### src/rtl/uart_rx_pkg.sv
// rtl/uart_rx_pkg.sv - shared state encoding, record layout and frame helpers for the UART receiver
package uart_rx_pkg;

    typedef enum logic [3:0] {
        ST_IDLE      = 4'd0,
        ST_START     = 4'd1,
        ST_DATA      = 4'd2,
        ST_PARITY    = 4'd3,
        ST_STOP1     = 4'd4,
        ST_STOP2     = 4'd5,
        ST_PUSH      = 4'd6,
        ST_WAIT_IDLE = 4'd7
    } rx_state_t;

    localparam int REC_W    = 12;
    localparam int DATA_MSB = 11;
    localparam int NOISE    = 3;
    localparam int BREAK    = 2;
    localparam int PERR     = 1;
    localparam int FERR     = 0;

    // Frame length in bits: start + data + optional parity + one or two stops.
    function automatic logic [3:0] frame_bits(input logic [3:0] lcr_lo);
        return 4'd7 + {2'b00, lcr_lo[1:0]} + {3'b000, lcr_lo[3]} + {3'b000, lcr_lo[2]};
    endfunction

endpackage

### src/rtl/uart_rx_core_if.sv
// rtl/uart_rx_core_if.sv - receive FIFO push/pop interface between the receiver and its FIFO
interface uart_rx_core_if;
    import uart_rx_pkg::*;

    logic             rf_push;
    logic [REC_W-1:0] rf_data_in;
    logic             rf_pop;
    logic             fifo_empty;

    modport master (
        output rf_push,
        output rf_data_in,
        input  rf_pop,
        input  fifo_empty
    );

    modport slave (
        input  rf_push,
        input  rf_data_in,
        output rf_pop,
        output fifo_empty
    );

endinterface

### src/rtl/uart_rx_sampler.sv
// rtl/uart_rx_sampler.sv - input synchroniser, per-bit tick counter and 3-sample majority vote
module uart_rx_sampler #(
    parameter int OVS         = 16,
    parameter int SYNC_STAGES = 2
) (
    input  logic clk,
    input  logic wb_rst_i,
    input  logic enable,
    input  logic srx_pad_i,
    input  logic restart,
    output logic rx_s,
    output logic bit_value,
    output logic bit_noise,
    output logic bit_done,
    output logic mid_tick
);

    localparam int TW = $clog2(OVS);

    logic [SYNC_STAGES-1:0] sync_q;
    logic [TW-1:0]          tick_q;
    logic                   s0_q;
    logic                   s1_q;

    always_ff @(posedge clk) begin
        if (wb_rst_i) begin
            sync_q <= '1;
        end else begin
            sync_q <= {sync_q[SYNC_STAGES-2:0], srx_pad_i};
        end
    end

    assign rx_s = sync_q[SYNC_STAGES-1];

    // The tick that asserts restart is tick 0 of the new bit, so the counter resumes at 1.
    always_ff @(posedge clk) begin
        if (wb_rst_i) begin
            tick_q <= '0;
            s0_q   <= 1'b1;
            s1_q   <= 1'b1;
        end else if (enable) begin
            if (restart) begin
                tick_q <= TW'(1);
            end else begin
                tick_q <= tick_q + TW'(1);
                if (tick_q == TW'(OVS/2 - 1)) s0_q <= rx_s;
                if (tick_q == TW'(OVS/2))     s1_q <= rx_s;
            end
        end
    end

    // The third sample is taken live on the mid tick, so the vote is ready that same tick.
    assign mid_tick  = enable && !restart && (tick_q == TW'(OVS/2 + 1));
    assign bit_done  = enable && !restart && (tick_q == TW'(OVS - 1));
    assign bit_value = (s0_q & s1_q) | (s0_q & rx_s) | (s1_q & rx_s);
    assign bit_noise = !((s0_q == s1_q) && (s1_q == rx_s));

endmodule

### src/rtl/uart_rx_core.sv
// rtl/uart_rx_core.sv - UART receive engine: frame FSM, break detector and character timeout
module uart_rx_core
    import uart_rx_pkg::*;
#(
    parameter int OVS         = 16,
    parameter int SYNC_STAGES = 2,
    parameter int TOC_W       = 10
) (
    input  logic             clk,
    input  logic             wb_rst_i,
    input  logic             enable,
    input  logic [7:0]       lcr,
    input  logic             srx_pad_i,
    uart_rx_core_if.master   fifo,
    output logic [3:0]       rstate,
    output logic [TOC_W-1:0] counter_t,
    output logic             rx_timeout
);

    localparam int CB_W = 8;

    rx_state_t        state;
    rx_state_t        state_nxt;
    logic             rx_s;
    logic             bit_value;
    logic             bit_noise;
    logic             bit_done;
    logic             mid_tick;
    logic             restart;
    logic [5:0]       lcr_q;
    logic [7:0]       data_q;
    logic [3:0]       bit_cnt;
    logic             noise_q;
    logic             perr_q;
    logic             ferr_q;
    logic [CB_W-1:0]  counter_b;
    logic             break_det;
    logic             push_evt;
    logic [REC_W-1:0] rec_nxt;
    logic [3:0]       nbits;
    logic             exp_par;
    logic [11:0]      fb_ovs;
    logic [13:0]      toc_full;
    logic [CB_W-1:0]  cb_load;
    logic [TOC_W-1:0] toc_val;
    logic             unused_lcr;

    uart_rx_sampler #(
        .OVS         (OVS),
        .SYNC_STAGES (SYNC_STAGES)
    ) u_sampler (
        .clk       (clk),
        .wb_rst_i  (wb_rst_i),
        .enable    (enable),
        .srx_pad_i (srx_pad_i),
        .restart   (restart),
        .rx_s      (rx_s),
        .bit_value (bit_value),
        .bit_noise (bit_noise),
        .bit_done  (bit_done),
        .mid_tick  (mid_tick)
    );

    assign unused_lcr = ^lcr[7:6];
    assign nbits      = 4'd5 + {2'b00, lcr_q[1:0]};
    assign exp_par    = lcr_q[5] ? ~lcr_q[4] : (lcr_q[4] ? ^data_q : ~(^data_q));

    // Break and timeout lengths follow the live lcr, not the per-frame copy.
    assign fb_ovs   = 12'(frame_bits(lcr[3:0])) * 12'(OVS);
    assign toc_full = {fb_ovs, 2'b00} - 14'd1;
    assign toc_val  = TOC_W'(toc_full);
    assign cb_load  = CB_W'(fb_ovs - 12'd1);

    always_ff @(posedge clk) begin
        if (wb_rst_i) begin
            state <= ST_IDLE;
        end else if (enable) begin
            state <= state_nxt;
        end
    end

    always_comb begin
        state_nxt = state;
        case (state)
            ST_IDLE:      if (!rx_s) state_nxt = ST_START;
            ST_START:     if (mid_tick) state_nxt = bit_value ? ST_IDLE : ST_DATA;
            ST_DATA:      if (mid_tick && (bit_cnt == nbits))
                              state_nxt = lcr_q[3] ? ST_PARITY : ST_STOP1;
            ST_PARITY:    if (mid_tick) state_nxt = ST_STOP1;
            ST_STOP1:     if (mid_tick) state_nxt = lcr_q[2] ? ST_STOP2 : ST_PUSH;
            ST_STOP2:     if (mid_tick) state_nxt = ST_PUSH;
            ST_PUSH: begin
                if (break_det)  state_nxt = ST_WAIT_IDLE;
                else if (rx_s)  state_nxt = ST_IDLE;
            end
            ST_WAIT_IDLE: if (rx_s) state_nxt = ST_IDLE;
            default:      state_nxt = ST_IDLE;
        endcase
    end

    always_comb begin
        restart  = 1'b0;
        push_evt = 1'b0;
        rec_nxt  = '0;
        rec_nxt[DATA_MSB -: 8] = data_q;
        rec_nxt[NOISE]         = noise_q;
        rec_nxt[PERR]          = perr_q;
        rec_nxt[FERR]          = ferr_q;
        case (state)
            ST_IDLE: restart = !rx_s;
            ST_PUSH: begin
                push_evt = enable && (break_det || rx_s);
                if (break_det) begin
                    rec_nxt        = '0;
                    rec_nxt[BREAK] = 1'b1;
                end
            end
            default: ;
        endcase
    end

    // bit_cnt counts bit boundaries seen in DATA, so at a mid tick it is the 1-based data index.
    always_ff @(posedge clk) begin
        if (wb_rst_i) begin
            lcr_q   <= '0;
            data_q  <= '0;
            bit_cnt <= '0;
            noise_q <= 1'b0;
            perr_q  <= 1'b0;
            ferr_q  <= 1'b0;
        end else if (enable) begin
            case (state)
                ST_IDLE: if (!rx_s) begin
                    lcr_q   <= lcr[5:0];
                    data_q  <= '0;
                    bit_cnt <= '0;
                    noise_q <= 1'b0;
                    perr_q  <= 1'b0;
                    ferr_q  <= 1'b0;
                end
                ST_START: if (mid_tick) begin
                    noise_q <= bit_noise;
                    bit_cnt <= '0;
                end
                ST_DATA: begin
                    if (bit_done) bit_cnt <= bit_cnt + 4'd1;
                    if (mid_tick) begin
                        data_q[3'(bit_cnt - 4'd1)] <= bit_value;
                        noise_q <= noise_q | bit_noise;
                    end
                end
                ST_PARITY: if (mid_tick) begin
                    perr_q  <= (bit_value != exp_par);
                    noise_q <= noise_q | bit_noise;
                end
                ST_STOP1: if (mid_tick) begin
                    ferr_q  <= !bit_value;
                    noise_q <= noise_q | bit_noise;
                end
                ST_STOP2: if (mid_tick) begin
                    ferr_q  <= ferr_q | !bit_value;
                    noise_q <= noise_q | bit_noise;
                end
                default: ;
            endcase
        end
    end

    always_ff @(posedge clk) begin
        if (wb_rst_i) begin
            counter_b <= CB_W'(10*OVS - 1);
        end else if (enable) begin
            if (rx_s)                 counter_b <= cb_load;
            else if (counter_b != '0) counter_b <= counter_b - CB_W'(1);
        end
    end

    assign break_det = (counter_b == '0);

    always_ff @(posedge clk) begin
        if (wb_rst_i) begin
            fifo.rf_push    <= 1'b0;
            fifo.rf_data_in <= '0;
        end else begin
            fifo.rf_push <= push_evt;
            if (push_evt) fifo.rf_data_in <= rec_nxt;
        end
    end

    always_ff @(posedge clk) begin
        if (wb_rst_i) begin
            counter_t <= TOC_W'(40*OVS - 1);
        end else if (fifo.rf_push || fifo.rf_pop || fifo.fifo_empty) begin
            counter_t <= toc_val;
        end else if (enable && (counter_t != '0)) begin
            counter_t <= counter_t - TOC_W'(1);
        end
    end

    assign rx_timeout = (counter_t == '0) && !fifo.fifo_empty;
    assign rstate     = state;

endmodule

### src/flat_wrapper.sv
// flat-port wrapper written by rule: the top's interface ports become plain ports
module uart_rx_core_flat import uart_rx_pkg::*;
#(
    parameter int OVS         = 16,
    parameter int SYNC_STAGES = 2,
    parameter int TOC_W       = 10
)
  (clk, wb_rst_i, enable, lcr, srx_pad_i, rstate, counter_t, rx_timeout, fifo_rf_push, fifo_rf_data_in, fifo_rf_pop, fifo_fifo_empty);
  uart_rx_core_if fifo_i ();
  input  logic clk;
  input  logic wb_rst_i;
  input  logic enable;
  input  logic [7:0] lcr;
  input  logic srx_pad_i;
  output logic [3:0] rstate;
  output logic [TOC_W-1:0] counter_t;
  output logic rx_timeout;
  output wire logic [$bits(fifo_i.rf_push)-1:0] fifo_rf_push;
  output wire logic [$bits(fifo_i.rf_data_in)-1:0] fifo_rf_data_in;
  input wire logic [$bits(fifo_i.rf_pop)-1:0] fifo_rf_pop;
  input wire logic [$bits(fifo_i.fifo_empty)-1:0] fifo_fifo_empty;
  assign fifo_rf_push = fifo_i.rf_push;
  assign fifo_rf_data_in = fifo_i.rf_data_in;
  assign fifo_i.rf_pop = fifo_rf_pop;
  assign fifo_i.fifo_empty = fifo_fifo_empty;
  uart_rx_core #(.OVS(OVS), .SYNC_STAGES(SYNC_STAGES), .TOC_W(TOC_W)) u_core (.clk(clk), .wb_rst_i(wb_rst_i), .enable(enable), .lcr(lcr), .srx_pad_i(srx_pad_i), .fifo(fifo_i), .rstate(rstate), .counter_t(counter_t), .rx_timeout(rx_timeout));
endmodule
### config.mk
export PLATFORM = sky130hd
export DESIGN_NAME = uart_rx_core_flat
export DESIGN_NICKNAME = d
export VERILOG_FILES = /design/src/rtl/uart_rx_pkg.sv /design/src/rtl/uart_rx_core_if.sv /design/src/rtl/uart_rx_sampler.sv /design/src/rtl/uart_rx_core.sv /design/src/flat_wrapper.sv
export SDC_FILE = /design/constraint.sdc
export NUM_CORES = 1
export LEC_CHECK = 0
export BUFFER_PORTS_ARGS = -buffer_cell sky130_fd_sc_hd__buf_2
export CAP_MARGIN = 20
export CORE_AREA = 2 2 97 99
export DETAILED_ROUTE_END_ITERATION = 10
export DIE_AREA = 0 0 99 101
export GPL_TIMING_DRIVEN = 1
export SYNTH_ARGS = -nofsm -noshare
export SYNTH_HDL_FRONTEND = slang
export SYNTH_SLANG_ARGS = --single-unit
### constraint.sdc
create_clock -name clk -period 3.64 [get_ports clk]
set_clock_uncertainty 0.05 [all_clocks]
set_input_delay 0.364 -clock clk [delete_from_list [all_inputs] [get_ports clk]]
set_output_delay 0.364 -clock clk [all_outputs]
set_load 0.01 [all_outputs]
==> out/metrics.yaml, run 1 <==
synth_area_leaders: "dfxtp_1, ha_1, a21oi_1"
drc_errors: 0
synth_warnings: 0
multi_input_area_sq_um: 2050
synth.top_cell.area_share_pct: 36.4
regArea_sq_um: 1280
syn_inst: 409
initial_utilization_pct: 39.2
cts_resized: 0
die_h_um: 101
worstSkewPairLatency_ns: 0.33
drive_above_1_share_pct: 15.4
ant_nets: 0
finalCoreUtilization_pct: 43.6
post-cts-setup-buffers: 0
clkTransAtPathRegs_ns: 0.06
cp.required_ns: 3.87
avgSynthCellArea_sq_um: 8.60
finalSetupTns_ns: 0
gp_congestion: 0.827
wl_um: 8040
synth_seq_cells: 64
layout_commonest_cell: "dfxtp_1"
place_hpwl_um: 5730
status: "completed"
n_fill_cell: 897
synthDistinctLibCells: 59
dieWidth_um: 99
area_delta_synth_final_pct: 11.3
clock_sinks: 64
io_buffers: 39
ir_drop_uv: 169
synth_top_area_cell: "dfxtp_1"
finalSetupViolCount: 0
route.vias.total: 3057
cts_tree: "done"
vias_per_cell: 5.54
drv_slew: 0
hold_violations: 0
cts_hold_buffers: 0
io_pins: 42
fin_crit_sh_pct: 64.9
dieArea_sq_um: 10000
worstMarginPinSlew_ns: 0.979
cts-root-buf: "clkbuf_8"
period_minus_slack_ns: 2.36
antenna_found_initial: 0
ys_seq_area_share_pct: 36.4
cts_buffers: 9
critPathCaptureType: "register"
cp.arrival_ns: 2.59
final_cell_area_sq_um: 3910
clock.fmax_ghz: 0.423
final_cell_mix: "dfxtp_1, buf_2, nand2_1, nor2_1, a21oi_1"
wl_per_cell_um: 14.6
cts-htree-levels: 3
slew_headroom_pct: 34.7
num_rows: 35
p_leak_nw: 1.48
synthArstFlopShare_pct: 0
core_sq_um: 8980
grt_max_degree: 32
p_per_area_nw_per_um2: 397
syn_area_sq_um: 3520
nNetsFinal: 467
rsz0062_at_grt: "no"
drt_iter0_markers: 220
synth_edf_count: 0
dpl-instance-area_sq_um: 3760
gr-total-overflow: 0
cap_viol_max_count: 0
synth-main-ff-cell: "dfxtp_1"
syn-num-nets: 439
clk_path_buf_depth: 2
cp-start-kind: "register"
grt_pass1_wl_um: 13200
n_antenna_cell: 0
grtUsageTotal_pct: 16.2
grt_pass1_vias: 2739
worstSetupPathType: "register to register"
detail_route.first_pass.iterations: 5
crit_path_max_fanout: 19
hold_class: "primary input to register"
flip-flops by register name (all words and copies together) (netlist names), 2 cells and up:
register                 flops
u_core.counter_t            10
u_core.fifo.rf_data_in      12
u_core.rstate                4
u_core.data_q                8
u_core.u_sampler.sync_q      2
u_core.bit_cnt               4
u_core.counter_b             8
u_core.u_sampler.tick_q      4
u_core.lcr_q                 6
path summary, 6_finish.rpt:
| path | slack [ns] | startpoint | depth (start not counted) | endpoint |
|---|---|---|---|---|
| min reg2reg | 0.36 | u_core.u_sampler.sync_q[0]$_SDFF_PP1_ | 1 | u_core.u_sampler.sync_q[1]$_SDFF_PP1_ |
| max reg2reg | 1.28 | u_core.u_sampler.sync_q[1]$_SDFF_PP1_ | 4 | u_core.fifo.rf_data_in[0]$_SDFFE_PP0P_ |
| min | 0.17 | srx_pad_i | 2 | u_core.u_sampler.sync_q[0]$_SDFF_PP1_ |
| max | 1.28 | u_core.u_sampler.sync_q[1]$_SDFF_PP1_ | 4 | u_core.fifo.rf_data_in[0]$_SDFFE_PP0P_ |
where the power goes:
part / internal (W) / total [W] / switching, W
clock network: 0.000237 / 0.000492 / 0.000255
registers: 0.000724 / 0.000774 / 0.0000495
logic: 0.000108 / 0.000289 / 0.000181
total: 0.00107 / 0.00156 / 0.000485
synthesized netlist by cell type, drive strengths merged, types with 6 or more instances:
library cell	number
dfxtp	64
o21ai	33
nand2	30
nor2	27
a21oi	26
inv	23
clkbuf	16
ha	15
o211ai	14
xnor2	14
a22o	11
nor3	11
xor2	11
nand3	9
buf	7
mux2i	7
nor4	7
or4	7
a31oi	6
or3	6
kinds of logic (layout without fill, tap and decap cells):
| family | count (synthesis) | count (layout) | synth area share [%] |
|---|---|---|---|
| AO/OA/AOI/OAI | 116 | 116 | 22.1 |
| XOR/XNOR | 25 | 25 | 6.23 |
| adder cells (fa/ha/maj) | 16 | 16 | 5.91 |
| buffers and inverters | 46 | 78 | 5.23 |
| flip-flops | 64 | 64 | 36.4 |
| multiplexers | 7 | 7 | 1.99 |
| AND/OR/NAND/NOR | 135 | 135 | 22.1 |
cell type report:
type	instances	share of cell area, %
Inverter	23	2.21
Timing Repair Buffer	40	5.18
Tap cell	111	3.55
Multi-Input combinational cell	299	52.4
Clock inverter	5	0.639
Sequential cell	64	32.7
Clock buffer	10	3.26
through the flow:
stage	hold WS [ns]	worst slack, ns	instances	total power [W]
after detailed placement	0.347	1.14	537	0.00107
after floorplan	0.339	1.45	409	0.00100
after CTS	0.161	1.27	552	0.00157
final	0.167	1.28	552	0.00156
after global placement	0.352	1.17	537	0.00107
after global routing	0.160	1.08	552	0.00164
worst max-delay path, stage by stage, from the launching register on:
cell and delay [ns]:
dfxtp_1 0.56, inv_1 0.51, nand2_1 0.12, a21oi_1 0.80, a22o_1 0.26
layer usage:
metal	up-vias	share of wire [%]	track usage, %	routed length (um)
met5	-	0	0	0
met1	1425	50	22.7	4050
met3	10	4.3	2.84	346
li1	1553	-	-	-
met4	0	1.3	5.06	108
met2	69	44	25.6	3540
Note: power is estimated with default switching activity, not from simulation.
==> run 2, diff against run 1 <==
- ABC_AREA: not set -> 1
- CORE_AREA: 2 2 97 99 -> 2 2 100 102
- DIE_AREA: 0 0 99 101 -> 0 0 102 104
- clock period: 3.64 -> 2.1 ns (I/O delays scaled with it)
==> out/metrics.yaml, run 2 <==
status: "completed"
ys_seq_area_share_pct: 34.7
synth_warnings: 0
startpoint: "u_core.rstate[3]$_SDFFE_PP0P_"
layout_commonest_cell: "nand2_1"
io_pins: 42
rsz0062_at_grt: "no"
cts-root-buf: "clkbuf_8"
finalCoreUtilization_pct: 44.8
route.vias.total: 3525
die_h_um: 104
rr_worst_depth: 9
r2r_start: "u_core.rstate[3]$_SDFFE_PP0P_"
place_hpwl_um: 6500
ir_drop_uv: 324
final_cell_mix: "nand2_1, dfxtp_1, nor2_1, inv_1, nand3_1"
vias_per_cell: 4.86
synth_top_area_cell: "dfxtp_1"
post-cts-setup-buffers: 0
min-delay-start: "lcr[4]"
fin_crit_sh_pct: 89.5
synth_edf_count: 0
syn_inst: 541
finalSetupViolCount: 0
cp.required_ns: 2.32
clkTransAtPathRegs_ns: 0.07
grtUsageTotal_pct: 17.2
cts-htree-levels: 3
syn_area_sq_um: 3690
worstSkewPairLatency_ns: 0.35
io_buffers: 39
wl_per_cell_um: 12.0
cp-start-kind: "register"
ff2ff_setup_slack_ns: 0.22
p_per_area_nw_per_um2: 837
crit_path_max_fanout: 11
syn-num-nets: 571
gp_congestion: 0.878
crit_path_top_delay_cell: "dfxtp_1"
clock_sinks: 64
max_stage_delay_ns: 0.36
grt_pass1_wl_um: 14700
dp_slack_ns: -0.116
synthArstFlopShare_pct: 0
clock.fmax_ghz: 0.532
initial_utilization_pct: 38.6
cpMostUsedCell: "inv_2"
synth_seq_cells: 64
cp-endpoint: "u_core.data_q[1]$_SDFFE_PP0P_"
dieArea_sq_um: 10600
cts_tree: "done"
drive_above_1_share_pct: 15.5
hold_class: "primary input to register"
wl_um: 8680
hold_violations: 0
reg.largest.list: "u_core.fifo.rf_data_in x12, u_core.counter_t x10"
n_antenna_cell: 0
slew_headroom_pct: 60.0
regMostFlops: "u_core.fifo.rf_data_in"
detail_route.first_pass.iterations: 4
synth.top_cell.area_share_pct: 34.7
synth-main-ff-cell: "dfxtp_1"
finalSetupTns_ns: 0
synth_area_leaders: "dfxtp_1, nand2_1, nand3_1"
cap_viol_max_count: 0
drc_errors: 0
dieWidth_um: 102
antenna_found_initial: 0
num_rows: 36
core_sq_um: 9550
drt_iter0_markers: 165
fin_ws_ns: 0.220
period_minus_slack_ns: 1.88
worstSetupPathType: "register to register"
clk_path_buf_depth: 2
largest_reg_flops: 12
cts_buffers: 9
p_leak_nw: 2.00
cp.arrival_ns: 2.10
synthDistinctLibCells: 38
ant_nets: 0
drv_slew: 0
synth_most_common_cell: "nand2_1"
area_delta_synth_final_pct: 16.0
gr-total-overflow: 0
power_w: 0.00358
cp_cell_sequence: "inv_2 > nand2_1 > nor2_1 > inv_2 > nor2_4 > inv_2 > nor2_2 > nand4_1 > a21oi_1"
yosys-top-cells-count: "nand2_1, dfxtp_1, nor2_1"
dpl-instance-area_sq_um: 4060
nNetsFinal: 617
final_cell_area_sq_um: 4280
grt_pass1_vias: 3210
reg2reg_to: "u_core.data_q[1]$_SDFFE_PP0P_"
critPathCaptureType: "register"
avgSynthCellArea_sq_um: 6.82
grt_max_degree: 31
worstMarginPinSlew_ns: 0.600
-- run 2: changes by cell type in the layout (fill, tap and decap cells not counted), sizes merged, moves of 5 or more --
cell	delta
a21oi	+6
a22o	-11
a31oi	-5
buf	+11
inv	+43
mux2i	-7
nand2	+94
nand3	+47
nand4	+13
nor2	+37
nor4	-6
or3	-6
or4	-7
xnor2	-9
-- run 2: critical path: cells and delay by family (launching register included) --
kind                   cells  cell delay [ns]
and+or+nand+nor            5             0.92
DFF                        1             0.36
buffers and inverters      3             0.29
AOI/OAI and AO/OA          1             0.18
-- run 2: power by group --
part | internal [W] | switching (W)
logic | 0.000377 | 0.000748
registers | 0.00129 | 0.0000783
clock network | 0.000610 | 0.000474
total | 0.00228 | 0.00130
-- run 2: metal layers --
layer / vias up / GRT usage, % / share of wire, % / wire length, um
met5: - / 0 / 0 / 0
met4: 0 / 8.10 / 1.7 / 151
met3: 10 / 3.36 / 4.7 / 405
met2: 73 / 24.4 / 43 / 3700
met1: 1565 / 24.6 / 51 / 4430
li1: 1877 / - / - / -
-- run 2: per-stage QoR --
step / instances / hold WS (ns)
floorplan: 541 / 0.264
global placement: 708 / 0.341
detailed placement: 708 / 0.344
CTS: 725 / 0.0183
global route: 725 / 0.0513
finish: 725 / 0.0364
-- run 2: area by class of cell --
cell class              count  area, sq um
clock buffers              13          159
clock inverters             3         40.0
fillers                  1015         5270
inverters                  66          248
multi-input cells         394         2090
flip-flops and latches     64         1280
well taps                 133          166
repair buffers             52          295
-- run 2: worst min path at each step --
stage	to	slack, ns	cells past startpoint
after floorplan	u_core.u_sampler.sync_q[0]$_SDFF_PP1_	0.26	1
after global placement	u_core.u_sampler.sync_q[1]$_SDFF_PP1_	0.34	1
after detailed placement	u_core.u_sampler.sync_q[1]$_SDFF_PP1_	0.34	1
after CTS	u_core.lcr_q[4]$_SDFFE_PP0P_	0.02	3
after global routing	u_core.lcr_q[4]$_SDFFE_PP0P_	0.05	3
final	u_core.lcr_q[4]$_SDFFE_PP0P_	0.04	3
-- run 2: logic make-up (layout without fill, tap and decap cells) --
logic type               after synthesis  in the layout  share of synthesized area, %
AND/OR/NAND/NOR                      276            276                          33.5
AO/OA/AOI/OAI                         87             87                          13.5
buffers and inverters                 83            134                          8.99
flip-flops                            64             64                          34.7
adder cells (fa/ha/maj)               16             16                          5.63
XOR/XNOR                              15             15                          3.56
-- run 2: timing repair --
item	CTS	global route
setup endpoints to repair	0	15
hold buffers	1	0
endpoints found under the hold margin	1	0
gates resized for setup	0	4
==> run 3, diff against run 2 <==
- HOLD_SLACK_MARGIN: not set -> 0.03
- MAX_ROUTING_LAYER: not set -> met4
- SYNTH_HIERARCHICAL: not set -> 1
==> out/metrics.yaml, run 3 <==
cts-htree-levels: 3
die_h_um: 104
hold_class: "primary input to register"
initial_utilization_pct: 39.3
drt_iter0_markers: 211
io_buffers: 39
ant_nets: 0
drive_above_1_share_pct: 20.3
cts_buffers: 9
synthArstFlopShare_pct: 0
period_minus_slack_ns: 2.02
core_sq_um: 9550
grt_max_degree: 25
reg.largest.list: "u_core/fifo.rf_data_in x12, u_core/counter_t x10"
grtUsageTotal_pct: 18.9
p_leak_nw: 2.01
final_cells: 745
ir_drop_uv: 273
status: "completed"
largest_reg_flops: 12
place_hpwl_um: 6950
ys_seq_area_share_pct: 34.2
num_rows: 36
n_antenna_cell: 0
crit_path_max_fanout: 4
io_pins: 42
synth.top_cell.area_share_pct: 34.2
avgSynthCellArea_sq_um: 6.89
syn_inst: 544
synthDistinctLibCells: 39
synth_most_common_cell: "nand2_1"
clkTransAtPathRegs_ns: 0.07
cp-start-kind: "register"
grt_pass1_vias: 3414
wl_per_cell_um: 12.7
nNetsFinal: 637
layout_commonest_cell: "nand2_1"
syn_area_sq_um: 3750
n_fill_cell: 997
dp_cells: 723
synth-main-ff-cell: "dfxtp_1"
worstSetupPathType: "register to register"
slew_headroom_pct: 70.9
grt_pass1_wl_um: 15700
p_per_area_nw_per_um2: 643
vias_per_cell: 4.97
drc_errors: 0
synth_top_area_cell: "dfxtp_1"
syn-num-nets: 574
regArea_sq_um: 1280
cp.required_ns: 2.33
fin_crit_sh_pct: 96.1
wl_um: 9440
finalSetupTns_ns: 0
cap_viol_max_count: 0
antenna_found_initial: 0
route.vias.total: 3702
gr-total-overflow: 0
synth_edf_count: 0
clock.fmax_ghz: 0.496
detail_route.first_pass.iterations: 6
finalSetupViolCount: 0
synth_warnings: 6
regMostFlops: "u_core/fifo.rf_data_in"
gp_congestion: 0.866
yosys-top-cells-count: "nand2_1, inv_1, dfxtp_1, nand3_1, nor2_1"
area_delta_synth_final_pct: 20.0
drv_slew: 0
worstMarginPinSlew_ns: 0.433
clock_sinks: 64
synth_seq_cells: 64
cts-root-buf: "clkbuf_8"
critPathCaptureType: "register"
cp.arrival_ns: 2.25
synth_area_leaders: "dfxtp_1, nand2_1, nand3_1"
multi_input_area_sq_um: 2120
dieWidth_um: 102
hold_violations: 0
final_cell_mix: "nand2_1, inv_1, nand3_1, dfxtp_1, nor2_1"
clk_path_buf_depth: 2
dieArea_sq_um: 10600
worstSkewPairLatency_ns: 0.36
cts_tree: "done"
## run 3: cell types whose count changed in the layout (fill, tap and decap cells not counted), sizes merged, moves of 12 or more
cell / previous run / this run
o21ai: 35 / 53
buf: 51 / 63
inv: 66 / 78
nand2: 124 / 110
## run 3: final cells by class
cell class | count | area share [%]
repair buffers | 64 | 8.84
inverters | 78 | 6.56
well taps | 133 | 3.70
clock inverters | 5 | 1.75
multi-input cells | 390 | 47.2
clock buffers | 11 | 3.36
flip-flops and latches | 64 | 28.6
## run 3: logic make-up after synthesis
kind of cell | count (synthesis) | share of synthesized area (%)
adders and majority gates | 16 | 5.54
xor gates and xnor gates | 8 | 1.87
and+or+nand+nor | 262 | 33.6
AOI/OAI and AO/OA | 104 | 15.3
buffers and inverters | 90 | 9.58
DFF | 64 | 34.2
## run 3: metal layers
metal / vias up / share of wire, % / GRT usage, %
li1: 1920 / - / -
met1: 1685 / 46 / 24.0
met2: 83 / 48 / 29.5
met3: 14 / 4.0 / 2.96
met4: 0 / 2.1 / 8.29
met5: - / 0 / -
## run 3: critical path, cell delays in order, from the launching register on
cell	delay (ns)
dfxtp_2	0.34
nor2_4	0.18
nand2_4	0.08
nor3_4	0.31
nor2_8	0.07
inv_2	0.06
nor2_2	0.05
buf_4	0.14
o21ai_0	0.07
a21oi_1	0.06
o211ai_1	0.08
nand2_1	0.14
nand2_2	0.12
nand2_1	0.06
a21oi_1	0.14
## run 3: power breakdown
| group | switching (W) | leakage (nW) | internal [W] | total (W) |
|---|---|---|---|---|
| clock | 0.000521 | 0.119 | 0.000731 | 0.00125 |
| sequential | 0.0000359 | 0.521 | 0.00125 | 0.00129 |
| combinational | 0.000217 | 1.37 | 0.000138 | 0.000355 |
## run 3: final timing paths
path	startpoint	slack (ns)	cells after the start	endpoint
max	u_core/rstate[2]$_SDFFE_PP0P_	0.08	14	u_core/rstate[2]$_SDFFE_PP0P_
min	lcr[4]	0.09	3	u_core/lcr_q[4]$_SDFFE_PP0P_
min reg2reg	u_core/u_sampler/sync_q[0]$_SDFF_PP1_	0.37	1	u_core/u_sampler/sync_q[1]$_SDFF_PP1_
max reg2reg	u_core/rstate[2]$_SDFFE_PP0P_	0.08	14	u_core/rstate[2]$_SDFFE_PP0P_
## run 3: repair_timing
| action | in CTS | in global routing |
|---|---|---|
| hold endpoints to repair | 1 | 0 |
| resized for setup | 0 | 6 |
| setup endpoints to repair | 2 | 17 |
| buffers inserted | 1 | 4 |
| hold buffers | 1 | 0 |
| pin swaps | 1 | 4 |
## run 3: through the flow
| step | util [%] | setup slack [ns] | area (sq um) | hold slack [ns] | power [W] |
|---|---|---|---|---|---|
| after floorplan | - | 0.0591 | 3750 | 0.229 | 0.00154 |
| after global placement | 43.9 | -0.0283 | 4190 | 0.347 | 0.00165 |
| after detailed placement | 43.9 | -0.0485 | 4190 | 0.352 | 0.00166 |
| after CTS | 46.6 | 0.00439 | 4450 | 0.0885 | 0.00292 |
| after global routing | 47.1 | -0.0502 | 4500 | 0.109 | 0.00303 |
| final | 47.1 | 0.0820 | 4500 | 0.0892 | 0.00289 |
